===== src/rtl/spi_xfer_ctrl.sv =====
// Transaction sequencer for the SPI transmit engine: runs CMD, ADDR, DUMMY and DATA
// phases inside one chip-select frame, then holds cs_n low for CS_HOLD_CYC clocks.
module spi_xfer_ctrl #(
    parameter int CS_HOLD_CYC = 2,
    parameter int DLY_W       = 8
) (
    input  logic             clk,
    input  logic             rstn,
    input  logic             start,
    input  logic             abort,
    input  logic [31:0]      cfg_cmd,
    input  logic [5:0]       cfg_cmd_len,
    input  logic [31:0]      cfg_addr,
    input  logic [5:0]       cfg_addr_len,
    input  logic [DLY_W-1:0] cfg_dummy,
    input  logic [15:0]      cfg_data_len,
    input  logic [2:0]       cfg_quad,
    input  logic [31:0]      wdata,
    input  logic             wvalid,
    output logic             wready,
    input  logic             tx_edge,
    input  logic             tx_done,
    input  logic             tx_data_ready,
    output logic             tx_en,
    output logic             tx_quad,
    output logic [15:0]      tx_counter,
    output logic             tx_counter_upd,
    output logic [31:0]      tx_data,
    output logic             tx_data_valid,
    output logic             dummy_clk_en,
    output logic             cs_n,
    output logic             busy,
    output logic             done,
    output logic [3:0]       dbg_state
);

    typedef enum logic [3:0] {
        S_IDLE      = 4'd0,
        S_CMD_LOAD  = 4'd1,
        S_CMD_RUN   = 4'd2,
        S_ADDR_LOAD = 4'd3,
        S_ADDR_RUN  = 4'd4,
        S_DUMMY     = 4'd5,
        S_DATA_LOAD = 4'd6,
        S_DATA_RUN  = 4'd7,
        S_HOLD      = 4'd8
    } state_t;

    localparam logic [3:0] HOLD_LAST = 4'(CS_HOLD_CYC - 1);

    state_t           state, state_nxt;
    logic [31:0]      cmd_q, addr_q;
    logic [15:0]      cmd_len_q, addr_len_q, data_len_q;
    logic [2:0]       quad_q;
    logic [DLY_W-1:0] dly_cnt;
    logic [3:0]       hold_cnt;
    logic             word_sent;
    logic [15:0]      cmd_len_in, addr_len_in, data_len_in;
    logic             has_cmd, has_addr, has_dummy, has_data;
    logic             hold_last;

    function automatic logic [15:0] bit_len(input logic [5:0] len);
        bit_len = (len > 6'd32) ? 16'd32 : {10'd0, len};
    endfunction

    // Quad phases shift 4 bits per edge, so the length is truncated to a nibble multiple.
    function automatic logic [15:0] lane_len(input logic [15:0] len, input logic quad);
        lane_len = quad ? {len[15:2], 2'b00} : len;
    endfunction

    // after: 0 = from start, 1 = after CMD, 2 = after ADDR, 3 = after DUMMY
    function automatic state_t next_phase(input logic [1:0] after, input logic c,
                                          input logic a, input logic d, input logic w);
        if (after == 2'd0 && c)       return S_CMD_LOAD;
        else if (after <= 2'd1 && a)  return S_ADDR_LOAD;
        else if (after <= 2'd2 && d)  return S_DUMMY;
        else if (w)                   return S_DATA_LOAD;
        else                          return S_HOLD;
    endfunction

    assign cmd_len_in  = lane_len(bit_len(cfg_cmd_len), cfg_quad[0]);
    assign addr_len_in = lane_len(bit_len(cfg_addr_len), cfg_quad[1]);
    assign data_len_in = lane_len(cfg_data_len, cfg_quad[2]);

    // In IDLE the first phase is chosen from the live cfg; afterwards from the latched copy.
    assign has_cmd   = (state == S_IDLE) ? (cmd_len_in != 16'd0)  : (cmd_len_q != 16'd0);
    assign has_addr  = (state == S_IDLE) ? (addr_len_in != 16'd0) : (addr_len_q != 16'd0);
    assign has_dummy = (state == S_IDLE) ? (cfg_dummy != '0)      : (dly_cnt != '0);
    assign has_data  = (state == S_IDLE) ? (data_len_in != 16'd0) : (data_len_q != 16'd0);
    assign hold_last = (hold_cnt == HOLD_LAST);
    assign dbg_state = state;

    always_ff @(posedge clk or negedge rstn) begin
        if (!rstn) begin
            state      <= S_IDLE;
            cs_n       <= 1'b1;
            busy       <= 1'b0;
            done       <= 1'b0;
            cmd_q      <= '0;
            addr_q     <= '0;
            cmd_len_q  <= '0;
            addr_len_q <= '0;
            data_len_q <= '0;
            quad_q     <= '0;
            dly_cnt    <= '0;
            hold_cnt   <= '0;
            word_sent  <= 1'b0;
        end else begin
            state <= state_nxt;
            done  <= 1'b0;
            if (state == S_IDLE) begin
                if (start) begin
                    cmd_q      <= cfg_cmd;
                    addr_q     <= cfg_addr;
                    cmd_len_q  <= cmd_len_in;
                    addr_len_q <= addr_len_in;
                    data_len_q <= data_len_in;
                    quad_q     <= cfg_quad;
                    dly_cnt    <= cfg_dummy;
                    busy       <= 1'b1;
                    cs_n       <= 1'b0;
                end
            end else if (abort) begin
                busy <= 1'b0;
                cs_n <= 1'b1;
            end else if (state == S_HOLD && hold_last) begin
                busy <= 1'b0;
                cs_n <= 1'b1;
                done <= 1'b1;
            end

            if (state == S_DUMMY && tx_edge && dly_cnt != '0)
                dly_cnt <= dly_cnt - 1'b1;

            hold_cnt <= (state == S_HOLD) ? hold_cnt + 4'd1 : 4'd0;

            if (state == S_CMD_LOAD || state == S_ADDR_LOAD)
                word_sent <= 1'b0;
            else if ((state == S_CMD_RUN || state == S_ADDR_RUN) && tx_data_ready)
                word_sent <= 1'b1;
        end
    end

    always_comb begin
        state_nxt = state;
        case (state)
            S_IDLE:      if (start) state_nxt = next_phase(2'd0, has_cmd, has_addr, has_dummy, has_data);
            S_CMD_LOAD:  state_nxt = S_CMD_RUN;
            S_CMD_RUN:   if (tx_done) state_nxt = next_phase(2'd1, has_cmd, has_addr, has_dummy, has_data);
            S_ADDR_LOAD: state_nxt = S_ADDR_RUN;
            S_ADDR_RUN:  if (tx_done) state_nxt = next_phase(2'd2, has_cmd, has_addr, has_dummy, has_data);
            S_DUMMY:     if (tx_edge && dly_cnt == DLY_W'(1))
                             state_nxt = next_phase(2'd3, has_cmd, has_addr, has_dummy, has_data);
            S_DATA_LOAD: state_nxt = S_DATA_RUN;
            S_DATA_RUN:  if (tx_done) state_nxt = S_HOLD;
            S_HOLD:      if (hold_last) state_nxt = S_IDLE;
            default:     state_nxt = S_IDLE;
        endcase
        if (state != S_IDLE && abort)
            state_nxt = S_IDLE;
    end

    always_comb begin
        tx_en          = 1'b0;
        tx_quad        = 1'b0;
        tx_counter     = 16'd0;
        tx_counter_upd = 1'b0;
        tx_data        = 32'd0;
        tx_data_valid  = 1'b0;
        wready         = 1'b0;
        dummy_clk_en   = 1'b0;
        case (state)
            S_CMD_LOAD, S_CMD_RUN: begin
                tx_counter     = cmd_len_q;
                tx_quad        = quad_q[0];
                tx_counter_upd = (state == S_CMD_LOAD);
                tx_en          = (state == S_CMD_RUN);
                tx_data        = (state == S_CMD_RUN) ? cmd_q : 32'd0;
                tx_data_valid  = (state == S_CMD_RUN) && !word_sent;
            end
            S_ADDR_LOAD, S_ADDR_RUN: begin
                tx_counter     = addr_len_q;
                tx_quad        = quad_q[1];
                tx_counter_upd = (state == S_ADDR_LOAD);
                tx_en          = (state == S_ADDR_RUN);
                tx_data        = (state == S_ADDR_RUN) ? addr_q : 32'd0;
                tx_data_valid  = (state == S_ADDR_RUN) && !word_sent;
            end
            S_DUMMY: dummy_clk_en = 1'b1;
            S_DATA_LOAD: begin
                tx_counter     = data_len_q;
                tx_quad        = quad_q[2];
                tx_counter_upd = 1'b1;
            end
            S_DATA_RUN: begin
                tx_counter    = data_len_q;
                tx_quad       = quad_q[2];
                tx_en         = 1'b1;
                tx_data       = wdata;
                tx_data_valid = wvalid;
                wready        = tx_data_ready;
            end
            default: ;
        endcase
    end

endmodule


===== config.mk =====
export PLATFORM = sky130hd
export DESIGN_NAME = spi_xfer_ctrl
export DESIGN_NICKNAME = d
export VERILOG_FILES = /design/src/rtl/spi_xfer_ctrl.sv
export SDC_FILE = /design/constraint.sdc
export NUM_CORES = 1
export LEC_CHECK = 0
export CORE_ASPECT_RATIO = 1.1
export CORE_MARGIN = 1.5
export CORE_UTILIZATION = 45
export CTS_BUF_LIST = sky130_fd_sc_hd__clkbuf_2 sky130_fd_sc_hd__clkbuf_4 sky130_fd_sc_hd__clkbuf_8
export DETAILED_ROUTE_END_ITERATION = 16
export DONT_BUFFER_PORTS = 1
export PLACE_DENSITY_LB_ADDON = 0.1
export SLEW_MARGIN = 20
export SYNTH_ARGS = -nofsm -noshare
export SYNTH_HDL_FRONTEND = slang
export SYNTH_SLANG_ARGS = --single-unit

===== constraint.sdc =====
create_clock -name clk -period 2.5 [get_ports clk]
set_clock_uncertainty 0.15 [all_clocks]
set_input_delay 0.5 -clock clk [delete_from_list [all_inputs] [get_ports clk]]
set_output_delay 0.5 -clock clk [all_outputs]
set_load 0.03 [all_outputs]

# After elaboration in Yosys (flattened, before gate mapping)

Index checks and enable logic that the tools add are counted.

Add/sub/neg operators: 2
$lt $le $gt $ge: 2
Equal/unequal tests: 17
Muxes and demuxes: 48
Reduce and logical (&&, ||, !) cells: 32

Operator list:

| kind                | count |
|---|---|
| $pmux 32 s3         | 1 |
| $reduce_bool 16->1  | 6 |
| $mux 32             | 2 |
| $mux 4              | 12 |
| $pmux 16 s3         | 1 |
| $pmux 4 s9          | 1 |
| $mux 8              | 3 |
| $mux 1              | 19 |
| $eq 4x3->1 const B  | 4 |
| $reduce_bool 8->1   | 2 |
| $gt 6x6->1 const B  | 2 |
| $mux 6              | 2 |
| $pmux 1 s3          | 4 |
| $ne 3x3->1 const B  | 3 |
| $eq 4x1->1 const B  | 2 |
| $eq 4x2->1 const B  | 2 |
| $eq 8x1->1 const B  | 1 |
| $logic_and 1x1->1   | 8 |
| $sub 8x1->8 const B | 1 |
| $mux 2              | 3 |
| $ne 3x2->1 const B  | 2 |
| $reduce_and 2->1    | 3 |
| $reduce_and 6->1    | 1 |
| $reduce_bool 2->1   | 3 |
| 10 further kinds    | 13 |

Register bits after elaboration: 115
Input bits: 143
Output and inout port bits: 61
Word-level logic and storage cells: 114

# Depth between registers and ports, before layout

Gate-level depths: netlist (run 1).

Word-level depth: 10
Mapped depth: 9

# Worst setup path after synthesis (run 1)

No wires, ideal clock.

Path type: flip-flop to output port
Start: register state[1] (netlist: dbg_state[1])
End: output tx_data_valid
Arrival time: 2.286 ns
Data required time: 1.850 ns
Slack: -0.436 ns
Cell stages (with the launch flop): 7
Buffers on the path: 2
Cells stage by stage: dfrtp_1 > buf_6 > inv_1 > nor4_2 > clkbuf_1 > nor2_1 > o21ai_0

Cells in the longest elaborated chain, start to end: 3
Elaborated cells between the ends (all ways): 10
Classes of those cells: 5 x eq/ne; 1 x mux; 4 x reduce/logical

RTL lines:

| what                                          | RTL line | text |
|---|---|---|
| from (decl)                                   | 51       | `state_t state, state_nxt;` |
| from (signal assigned)                        | 109      | `state <= state_nxt;` |
| $eq 4x2->1, or another cell as far along      | 172      | `case (state)` |
| $reduce_or 2->1, or another cell as far along | 172      |  |
| $pmux 1 s3 (*)                                | 172      |  |
| to (decl)                                     | 29       | `output logic tx_data_valid,` |

Every way passes the cells marked *; elsewhere a longest branch is shown, timed or not.

# Final worst setup path (run 1)

Start: register state[1] (netlist: dbg_state[1])
End: output tx_data[3]

Cells in the longest elaborated chain, start to end: 3
Elaborated cells between the ends (all ways): 10
Classes of those cells: 5 x eq/ne; 3 x mux; 2 x reduce/logical

RTL lines:

| what                                     | RTL line | text |
|---|---|---|
| $eq 4x3->1, or another cell as far along | 172, 186 |  |
| $mux 32, or another cell as far along    | 186      | `tx_data = (state == S_ADDR_RUN) ? addr_q : 32'd0;` |
| $pmux 32 s3 (*)                          | 172      |  |
| to (decl)                                | 28       | `output logic [31:0] tx_data,` |

Marked as above.

==> results of run 1 <==
worst max-delay path, cell delays in order (launching register included):
cell and delay (ps):
dfrtp_2 450, buf_6 140, buf_8 110, and3_4 180, buf_8 140, a222oi_1 330
inv_1 110, buf_6 160
metal layers:
metal | global-route usage (%) | vias up
met4 | 12.18 | 0
met2 | 44.68 | 239
met3 | 6.643 | 45
met1 | 33.43 | 2693
li1 | - | 2552
met5 | 0 | -
final timing paths:
| kind | cells past startpoint | slack, ps | from | end |
|---|---|---|---|---|
| setup / recovery | 7 | -210 | dbg_state[1]$_DFFE_PN0P_ | tx_data[3] |
| setup reg to reg | 9 | 60 | dbg_state[0]$_DFFE_PN0P_ | dbg_state[2]$_DFFE_PN0P_ |
| max in group asynchronous | 0 | 2310 | rstn | cs_n$_DFFE_PN1P_ |
| hold reg to reg | 2 | 320 | cmd_len_q[1]$_DFFE_PN0P_ | cmd_len_q[1]$_DFFE_PN0P_ |
| hold / removal | 0 | -390 | rstn | dly_cnt[6]$_DFFE_PN0P_ |
| min in group clk | 2 | 20 | cfg_cmd[15] | cmd_q[15]$_DFFE_PN0P_ |
flip-flops by register name (all words and copies together), names as in the netlist, 3 cells and up:
signal	count
addr_q	32
data_len_q	16
cmd_len_q	6
dbg_state	4
dly_cnt	8
quad_q	3
hold_cnt	4
addr_len_q	6
cmd_q	32
metrics by stage:
stage	area [µm²]	setup WS [ps]	utilization (%)	cells
finish	7775	-208.0	62.02	973
detailed placement	6359	-90.63	50.72	874
CTS	7590	-195.8	60.55	970
floorplan	5756	-6.132	-	690
global placement	6359	-95.06	50.72	874
global route	7775	-281.7	62.02	973
where the power goes:
group,leakage (nW),internal [mW],switching (mW)
sequential,1.43,2.73,0.635
combinational,2.40,2.10,2.96
clock,0.206,0.992,0.743
total,4.04,5.82,4.34
final cells by class:
class | count | area, µm²
tap | 157 | 196.4
timing repair buffer | 136 | 1466
multi-input combinational | 487 | 2654
clock buffer | 23 | 297.8
fill | 1094 | 4761
clock inverter | 9 | 103.9
inverter | 46 | 172.7
sequential | 115 | 2884
logic make-up (layout without fill, tap and decap cells):
kind of cell	count (synthesis)	count (layout)	synth area share [%]
buffers and inverters	88	214	6.140
and+or+nand+nor	391	391	29.37
DFF	115	115	50.10
xor gates and xnor gates	4	4	0.6097
adders and majority gates	5	5	1.089
AOI/OAI and AO/OA	87	87	12.69
what timing repair did:
| item | CTS | global route |
|---|---|---|
| setup buffers | 13 | 2 |
| resized for setup | 58 | 44 |
| hold endpoints to repair | 162 | 115 |
| pin swaps | 23 | 18 |
| endpoints found under the setup margin | 43 | 59 |
| cloned | 5 | 1 |
cell usage in the layout (no fill, tap or decap), types with 7 or more instances in the layout:
cell type	count
inv_1	45
dlygate4sd3_1	47
dfrtp_1	110
nand3_1	8
buf_6	46
nand2_1	294
and3_2	11
a222oi_1	39
buf_4	31
nand3b_1	8
nor2_1	24
nor4_1	11
o21ai_0	7
clkbuf_8	20
==> impl_metrics.json, run 1 <==
{
  "power_mw": 10.16,
  "wl_met3_um": 1412,
  "tns_ps": -5019,
  "hold_ws_ps": -394.6,
  "cp_max_fo": 5,
  "synthFlopType": "dfrtp_1",
  "track_usage_pct": 26.91,
  "synth_most_common_cell": "nand2_1",
  "async_reset_ff_share_pct": 100.0,
  "final_antenna_net_count": 0,
  "yosysTopAreaCell": "dfrtp_1",
  "synthCells": 690,
  "fin_crit_sh_pct": 108.3,
  "firstDrtPassIters": 7,
  "max_freq_mhz": 369.3,
  "clkLatencyLatePin_ps": 440,
  "clk_pin_slew_ps": 70,
  "post-route-drc-count": 0,
  "gp_congestion": 0.8913,
  "drive_gt1_share_pct": 20.59,
  "antenna_found_initial": 0,
  "hold_viol": 115,
  "dr.max_layer_used": "met4",
  "layout.nets": 951,
  "power.density_nw_per_um2": 1306,
  "hold_class": "primary input to asynchronous set/reset pin",
  "die-width_um": 110.7,
  "violations": "negative hold slack, negative setup slack",
  "vias": 5529,
  "num_rows": 43,
  "critPathLaunchType": "flip-flop",
  "p_leak_nw": 4.039,
  "vias_per_cell": 5.682,
  "cp_data_required_time_ps": 1850,
  "numCtsBuffers": 17,
  "path_class": "flip-flop to primary output",
  "avgSynthCellArea_um2": 8.329,
  "drt_iter0_drc": 573,
  "wl_um": 18130,
  "met1_length_um": 7354,
  "grt_max_degree": 116,
  "io_buffers": 0,
  "setup_violations": 40,
  "die_height_um": 121.5,
  "maxCapViolCount": 0,
  "diodes": 0,
  "wl_per_cell_um": 18.63,
  "ios": 204,
  "cts_buffer_depth": 2,
  "dp_hpwl_um": 11750,
  "die-area_um2": 13460,
  "initial_core_util_pct": 45.84,
  "coreArea_um2": 12540,
  "synth-seq-cells": 115,
  "cts-root-buf": "clkbuf_8",
  "cp.arrival_ps": 2060,
  "grt_setup_unrepaired": "true",
  "yosys.area.top_type_share_pct": 49.64,
  "setup_slack_ps": -208.0,
  "met2_length_um": 8854,
  "ys_seq_area_share_pct": 50.10,
  "cts_tree": "done",
  "cts_hold_buf": 47,
  "synth_enable_flop_cells": 0,
  "area_delta_synth_final_pct": 35.29,
  "tightest_slew_ps": 583.4,
  "slew_headroom_pct": 61.03,
  "grt_pass1_wl_um": 28420,
  "netlist_top_cells_area": "dfrtp_1, nand2_1, a222oi_1",
  "period_needed_ps": 2708,
  "slew_viol_final": 0,
  "grt_pass1_vias": 5678,
  "cts_max_level": 4,
  "syn_area_um2": 5747,
  "synth_fp_nets": 838,
  "yosys_warnings": 0,
  "worstSetupEndpointType": "primary output",
  "numClockSinks": 115,
  "grt_overflow": 0,
  "synth_common_cells": "nand2_1, dfrtp_1, inv_1",
  "vdd_ir_drop_max_mv": 1.185,
  "outcome": "finished, violations left",
  "yosysUniqueCellTypes": 51
}
Note: power is estimated with default switching activity, not from simulation.
==> inputs of run 2 (changes only) <==
--- a/config.mk
+++ b/config.mk
@@ -5,12 +5,15 @@
 export SDC_FILE = /design/constraint.sdc
 export NUM_CORES = 1
 export LEC_CHECK = 0
+export CELL_PAD_IN_SITES_DETAIL_PLACEMENT = 0
+export CELL_PAD_IN_SITES_GLOBAL_PLACEMENT = 1
 export CORE_ASPECT_RATIO = 1.1
 export CORE_MARGIN = 1.5
 export CORE_UTILIZATION = 45
 export CTS_BUF_LIST = sky130_fd_sc_hd__clkbuf_2 sky130_fd_sc_hd__clkbuf_4 sky130_fd_sc_hd__clkbuf_8
 export DETAILED_ROUTE_END_ITERATION = 16
 export DONT_BUFFER_PORTS = 1
+export MAX_ROUTING_LAYER = met4
 export PLACE_DENSITY_LB_ADDON = 0.1
 export SLEW_MARGIN = 20
 export SYNTH_ARGS = -nofsm -noshare
==> impl_metrics.json, run 2 (synthesis results as in run 1) <==
{
  "cp_cell_sequence": "and2b_2, and2_4, clkbuf_16, a222oi_1, inv_1, buf_6",
  "grt_max_degree": 116,
  "setup_slack_ps": -309.0,
  "cts_max_level": 4,
  "hold_viol": 115,
  "wl_per_cell_um": 21.58,
  "final_cell_mix": "nand2_1, dfrtp_1, dlygate4sd3_1, buf_6, inv_1",
  "max_freq_mhz": 356.0,
  "critPathLaunchType": "flip-flop",
  "initial_core_util_pct": 45.84,
  "slowest_stage": "dfrtp_2",
  "coreArea_um2": 12540,
  "final_antenna_net_count": 0,
  "io_buffers": 0,
  "path_class": "flip-flop to primary output",
  "rr_endpoint": "dbg_state[2]$_DFFE_PN0P_",
  "drt_iter0_drc": 518,
  "crit_buf_inv": 3,
  "p_leak_nw": 4.346,
  "mostFrequentLayoutCell": "nand2_1",
  "grt_overflow": 0,
  "num_rows": 43,
  "cts-root-buf": "clkbuf_8",
  "clkLatencyLatePin_ps": 450,
  "setup_violations": 78,
  "track_usage_pct": 27.76,
  "die_height_um": 121.5,
  "ios": 204,
  "wl_um": 21820,
  "final_util_pct": 67.31,
  "worstSetupEndpointType": "primary output",
  "placed_area_um2": 6374,
  "r2r_slack_ps": -190,
  "antenna_found_initial": 0,
  "power_mw": 11.40,
  "outcome": "finished, violations left",
  "fin_cells": 1011,
  "cp_top_family": "flip-flops",
  "numClockSinks": 115,
  "vias_per_cell": 5.760,
  "cts_hold_buf": 61,
  "cp_slowest_stage_delay_ps": 470,
  "hold_ws_ps": -411.5,
  "vdd_ir_drop_max_mv": 0.8848,
  "largestRegisters": "addr_q: 32 flops, cmd_q: 32 flops, data_len_q: 16 flops",
  "layout.nets": 989,
  "power.density_nw_per_um2": 1351,
  "grt_pass1_wl_um": 28510,
  "numCtsBuffers": 17,
  "die-width_um": 110.7,
  "gp_congestion": 0.8988,
  "cp_max_fo": 17,
  "vias": 5823,
  "cts_tree": "done",
  "period_needed_ps": 2809,
  "dp_hpwl_um": 11360,
  "slew_headroom_pct": 63.15,
  "grt_setup_unrepaired": "true",
  "hold_class": "primary input to asynchronous set/reset pin",
  "cts_buffer_depth": 2,
  "maxCapViolCount": 0,
  "drive_gt1_share_pct": 21.43,
  "place_inst": 871,
  "tns_ps": -10410,
  "firstDrtPassIters": 8,
  "final_area_um2": 8438,
  "clk_pin_slew_ps": 80,
  "cp.arrival_ps": 2160,
  "fin_crit_sh_pct": 112.4,
  "worstRegToRegCells": 10,
  "slew_viol_final": 0,
  "tightest_slew_ps": 547.7,
  "cp_data_required_time_ps": 1850,
  "area_delta_synth_final_pct": 46.83,
  "r2r-start": "dbg_state[1]$_DFFE_PN0P_",
  "diodes": 0,
  "die-area_um2": 13460,
  "violations": "negative hold slack, negative setup slack",
  "grt_pass1_vias": 5528,
  "post-route-drc-count": 0
}
-- run 2: cell count changes in the layout (fill, tap and decap cells not counted), moves of 3 or more --
cell / delta
dlygate4sd3_1: +14
buf_12: +5
buf_4: +3
and3_1: +12
o21ai_0: -3
and3_2: -11
clkbuf_16: +13
clkbuf_4: -3
-- run 2: worst max-delay path by stage --
stage | slack [ps] | start | endpoint | cells after the start
after floorplan | -6 | dbg_state[3]$_DFFE_PN0P_ | tx_data_valid | 7
after global placement | 60 | dbg_state[1]$_DFFE_PN0P_ | dbg_state[2]$_DFFE_PN0P_ | 8
after detailed placement | 70 | dbg_state[1]$_DFFE_PN0P_ | dbg_state[2]$_DFFE_PN0P_ | 8
after CTS | -240 | dbg_state[2]$_DFFE_PN0P_ | tx_data[28] | 6
after global routing | -380 | dbg_state[2]$_DFFE_PN0P_ | tx_data[11] | 6
final | -310 | dbg_state[2]$_DFFE_PN0P_ | tx_data[2] | 6
-- run 2: timing repair --
item / CTS / global route
hold endpoints to repair: 176 / 115
endpoints found under the setup margin: 43 / 115
resized for setup: 28 / 66
pin swaps: 13 / 34
setup buffers: 7 / 17
gates cloned: 3 / 21
-- run 2: worst reg2reg max path, cell delays in order, from the launching register on --
cell	delay, ps
dfrtp_2	460
buf_4	160
bufbuf_16	270
nor4_4	240
buf_4	180
o2111ai_1	100
nor4_1	270
o21bai_4	250
nor2_2	50
a211o_1	290
a22o_1	170
-- run 2: cell type report --
cell class / instances / area (µm²)
Multi-Input combinational cell: 487 / 2636
Tap cell: 157 / 196.4
Fill cell: 1012 / 4098
Timing Repair Buffer: 174 / 2131
Clock buffer: 21 / 289.0
Clock inverter: 11 / 126.4
Inverter: 46 / 175.2
Sequential cell: 115 / 2884
-- run 2: metrics by stage --
stage	hold WS, ps	worst slack (ps)
2_1_floorplan	54.41	-6.132
3_3_place_gp	57.30	64.92
3_5_place_dp	57.84	71.42
4_1_cts	-432.2	-238.4
5_1_grt	-440.9	-381.6
6_report	-411.5	-309.0
-- run 2: per-layer routing --
layer / part of all wire (%) / up-vias / track usage (%) / routed length (µm)
met5: 0 / - / - / 0
met4: 3.1 / 0 / 9.776 / 683
met3: 8.7 / 57 / 8.442 / 1899
met2: 49 / 285 / 45.41 / 10720
met1: 39 / 2843 / 32.75 / 8515
li1: - / 2638 / - / -
-- run 2: power by group --
| part | switching [mW] | internal [mW] |
|---|---|---|
| registers | 0.692 | 2.73 |
| clock network | 0.822 | 0.993 |
| logic | 3.35 | 2.81 |
==> inputs of run 3 (changes only) <==
--- a/config.mk
+++ b/config.mk
@@ -14,7 +14,7 @@
 export DETAILED_ROUTE_END_ITERATION = 16
 export DONT_BUFFER_PORTS = 1
 export MAX_ROUTING_LAYER = met4
-export PLACE_DENSITY_LB_ADDON = 0.1
+export PLACE_DENSITY_LB_ADDON = 0.2
 export SLEW_MARGIN = 20
 export SYNTH_ARGS = -nofsm -noshare
 export SYNTH_HDL_FRONTEND = slang
==> impl_metrics.json, run 3 (synthesis results as in run 1) <==
{
  "coreArea_um2": 12540,
  "placed_area_um2": 6409,
  "final_area_um2": 7925,
  "crit_buf_inv": 4,
  "p_leak_nw": 4.100,
  "wl_per_cell_um": 19.11,
  "dp_hpwl_um": 11540,
  "slew_headroom_pct": 60.77,
  "ios": 204,
  "vias": 5572,
  "die-area_um2": 13460,
  "cp.arrival_ps": 2140,
  "worstSetupEndpointType": "primary output",
  "tightest_slew_ps": 583.1,
  "grt_max_degree": 116,
  "clk_pin_slew_ps": 70,
  "vdd_ir_drop_max_mv": 1.267,
  "grt_pass1_vias": 5590,
  "multi_input_area_um2": 2670,
  "seq_area_um2": 2884,
  "tns_ps": -8131,
  "place_inst": 874,
  "grt_setup_unrepaired": "true",
  "hold_class": "primary input to asynchronous set/reset pin",
  "comb_power_share_pct": 50.5,
  "track_usage_pct": 28.95,
  "maxCapViolCount": 0,
  "fin_cells": 979,
  "post-route-drc-count": 0,
  "nFillCells": 1050,
  "outcome": "finished, violations left",
  "sw_frac_of_total_pct": 42.83,
  "die-width_um": 110.7,
  "violations": "negative hold slack, negative setup slack",
  "fin_crit_sh_pct": 111.7,
  "path_class": "flip-flop to primary output",
  "cts_buffer_depth": 2,
  "power.density_nw_per_um2": 1314,
  "wl_um": 18710,
  "cp_max_fo": 7,
  "internal_power_mw": 5.952,
  "cts_tree": "done",
  "gp_congestion": 0.8698,
  "layout.nets": 957,
  "clkPwrFrac_pct": 17.0,
  "numCtsBuffers": 17,
  "slowest_stage": "dfrtp_2",
  "hold_viol": 115,
  "hold_ws_ps": -408.9,
  "io_buffers": 0,
  "cp_slowest_stage_delay_ps": 440,
  "vias_per_cell": 5.692,
  "cp_cell_sequence": "buf_8, nor2_4, and2_4, buf_16, a222oi_1, inv_1, buf_6",
  "slew_viol_final": 0,
  "critPathLaunchType": "flip-flop",
  "switching_power_mw": 4.458,
  "initial_core_util_pct": 45.84,
  "final_antenna_net_count": 0,
  "drive_gt1_share_pct": 20.44,
  "firstDrtPassIters": 7,
  "num_rows": 43,
  "cp_top_family": "buffers and inverters",
  "area_delta_synth_final_pct": 37.91,
  "numClockSinks": 115,
  "antenna_found_initial": 0,
  "period_needed_ps": 2792,
  "p_seq_share_pct": 32.5,
  "diodes": 0,
  "setup_slack_ps": -292.0,
  "die_height_um": 121.5,
  "cts_max_level": 4,
  "grt_overflow": 0,
  "clkLatencyLatePin_ps": 450,
  "grt_pass1_wl_um": 29410,
  "max_freq_mhz": 358.2,
  "dp_worst_setup_slack_ps": -7.455,
  "setup_violations": 40,
  "final_cell_mix": "nand2_1, dfrtp_1, dlygate4sd3_1, buf_6, inv_1",
  "mostFrequentLayoutCell": "nand2_1",
  "drt_iter0_drc": 422,
  "cts-root-buf": "clkbuf_8",
  "cp_data_required_time_ps": 1850,
  "largestRegisters": "addr_q: 32 flops, cmd_q: 32 flops, data_len_q: 16 flops"
}
-- run 3: cell types whose count changed in the layout (fill, tap and decap cells not counted), sizes merged --
cell and delta:
inv -1, clkbuf -12, clkinvlp -2, buf -6, bufbuf -2, clkinv +1
dlygate4sd3 -10
-- run 3: metal layers --
| layer | track usage, % | wire [µm] |
|---|---|---|
| met5 | - | 0 |
| met4 | 11.22 | 365 |
| met3 | 7.093 | 1427 |
| met2 | 45.14 | 9204 |
| met1 | 36.69 | 7708 |
-- run 3: final cells by class --
class,count,area share (%)
Tap cell,157,2.479
Clock buffer,23,3.758
Multi-Input combinational cell,487,33.69
Sequential cell,115,36.39
Timing Repair Buffer,142,20.16
Inverter,46,2.210
Clock inverter,9,1.310
-- run 3: what timing repair did --
action,in CTS,in global routing
setup buffers,12,5
setup endpoints to repair,43,59
hold buffers,49,2
pin swaps,39,13
resized for setup,65,30
hold endpoints to repair,165,117
gates cloned,6,0
-- run 3: through the flow --
stage | hold WS [ps] | power (mW) | util (%)
floorplan | 54.41 | 6.161 | -
global placement | 57.24 | 7.627 | 51.12
detailed placement | 57.17 | 7.725 | 51.12
CTS | -426.4 | 10.15 | 61.87
global route | -430.9 | 11.05 | 63.22
finish | -408.9 | 10.41 | 63.22
-- run 3: path summary, 6_finish.rpt --
path                                          start                       end  slack [ps]  cells past startpoint
setup reg to reg           dbg_state[1]$_DFFE_PN0P_  dbg_state[3]$_DFFE_PN0P_          80                      8
min in group clk                        cfg_addr[0]     addr_q[0]$_DFFE_PN0P_          10                      2
hold / removal                                 rstn    dly_cnt[2]$_DFFE_PN0P_        -410                      0
setup / recovery           dbg_state[1]$_DFFE_PN0P_                tx_data[3]        -290                      7
hold reg to reg                cmd_q[8]$_DFFE_PN0P_      cmd_q[8]$_DFFE_PN0P_         330                      2
max in group asynchronous                      rstn          cs_n$_DFFE_PN1P_        2290                      0
-- run 3: power groups by stage --
stage	registers, mW	clock network, mW	logic (mW)
CTS	3.36	1.79	5.00
finish	3.39	1.77	5.26
detailed placement	3.39	0	4.34
global placement	3.36	0	4.27
floorplan	3.24	0	2.92
global route	3.48	1.87	5.71
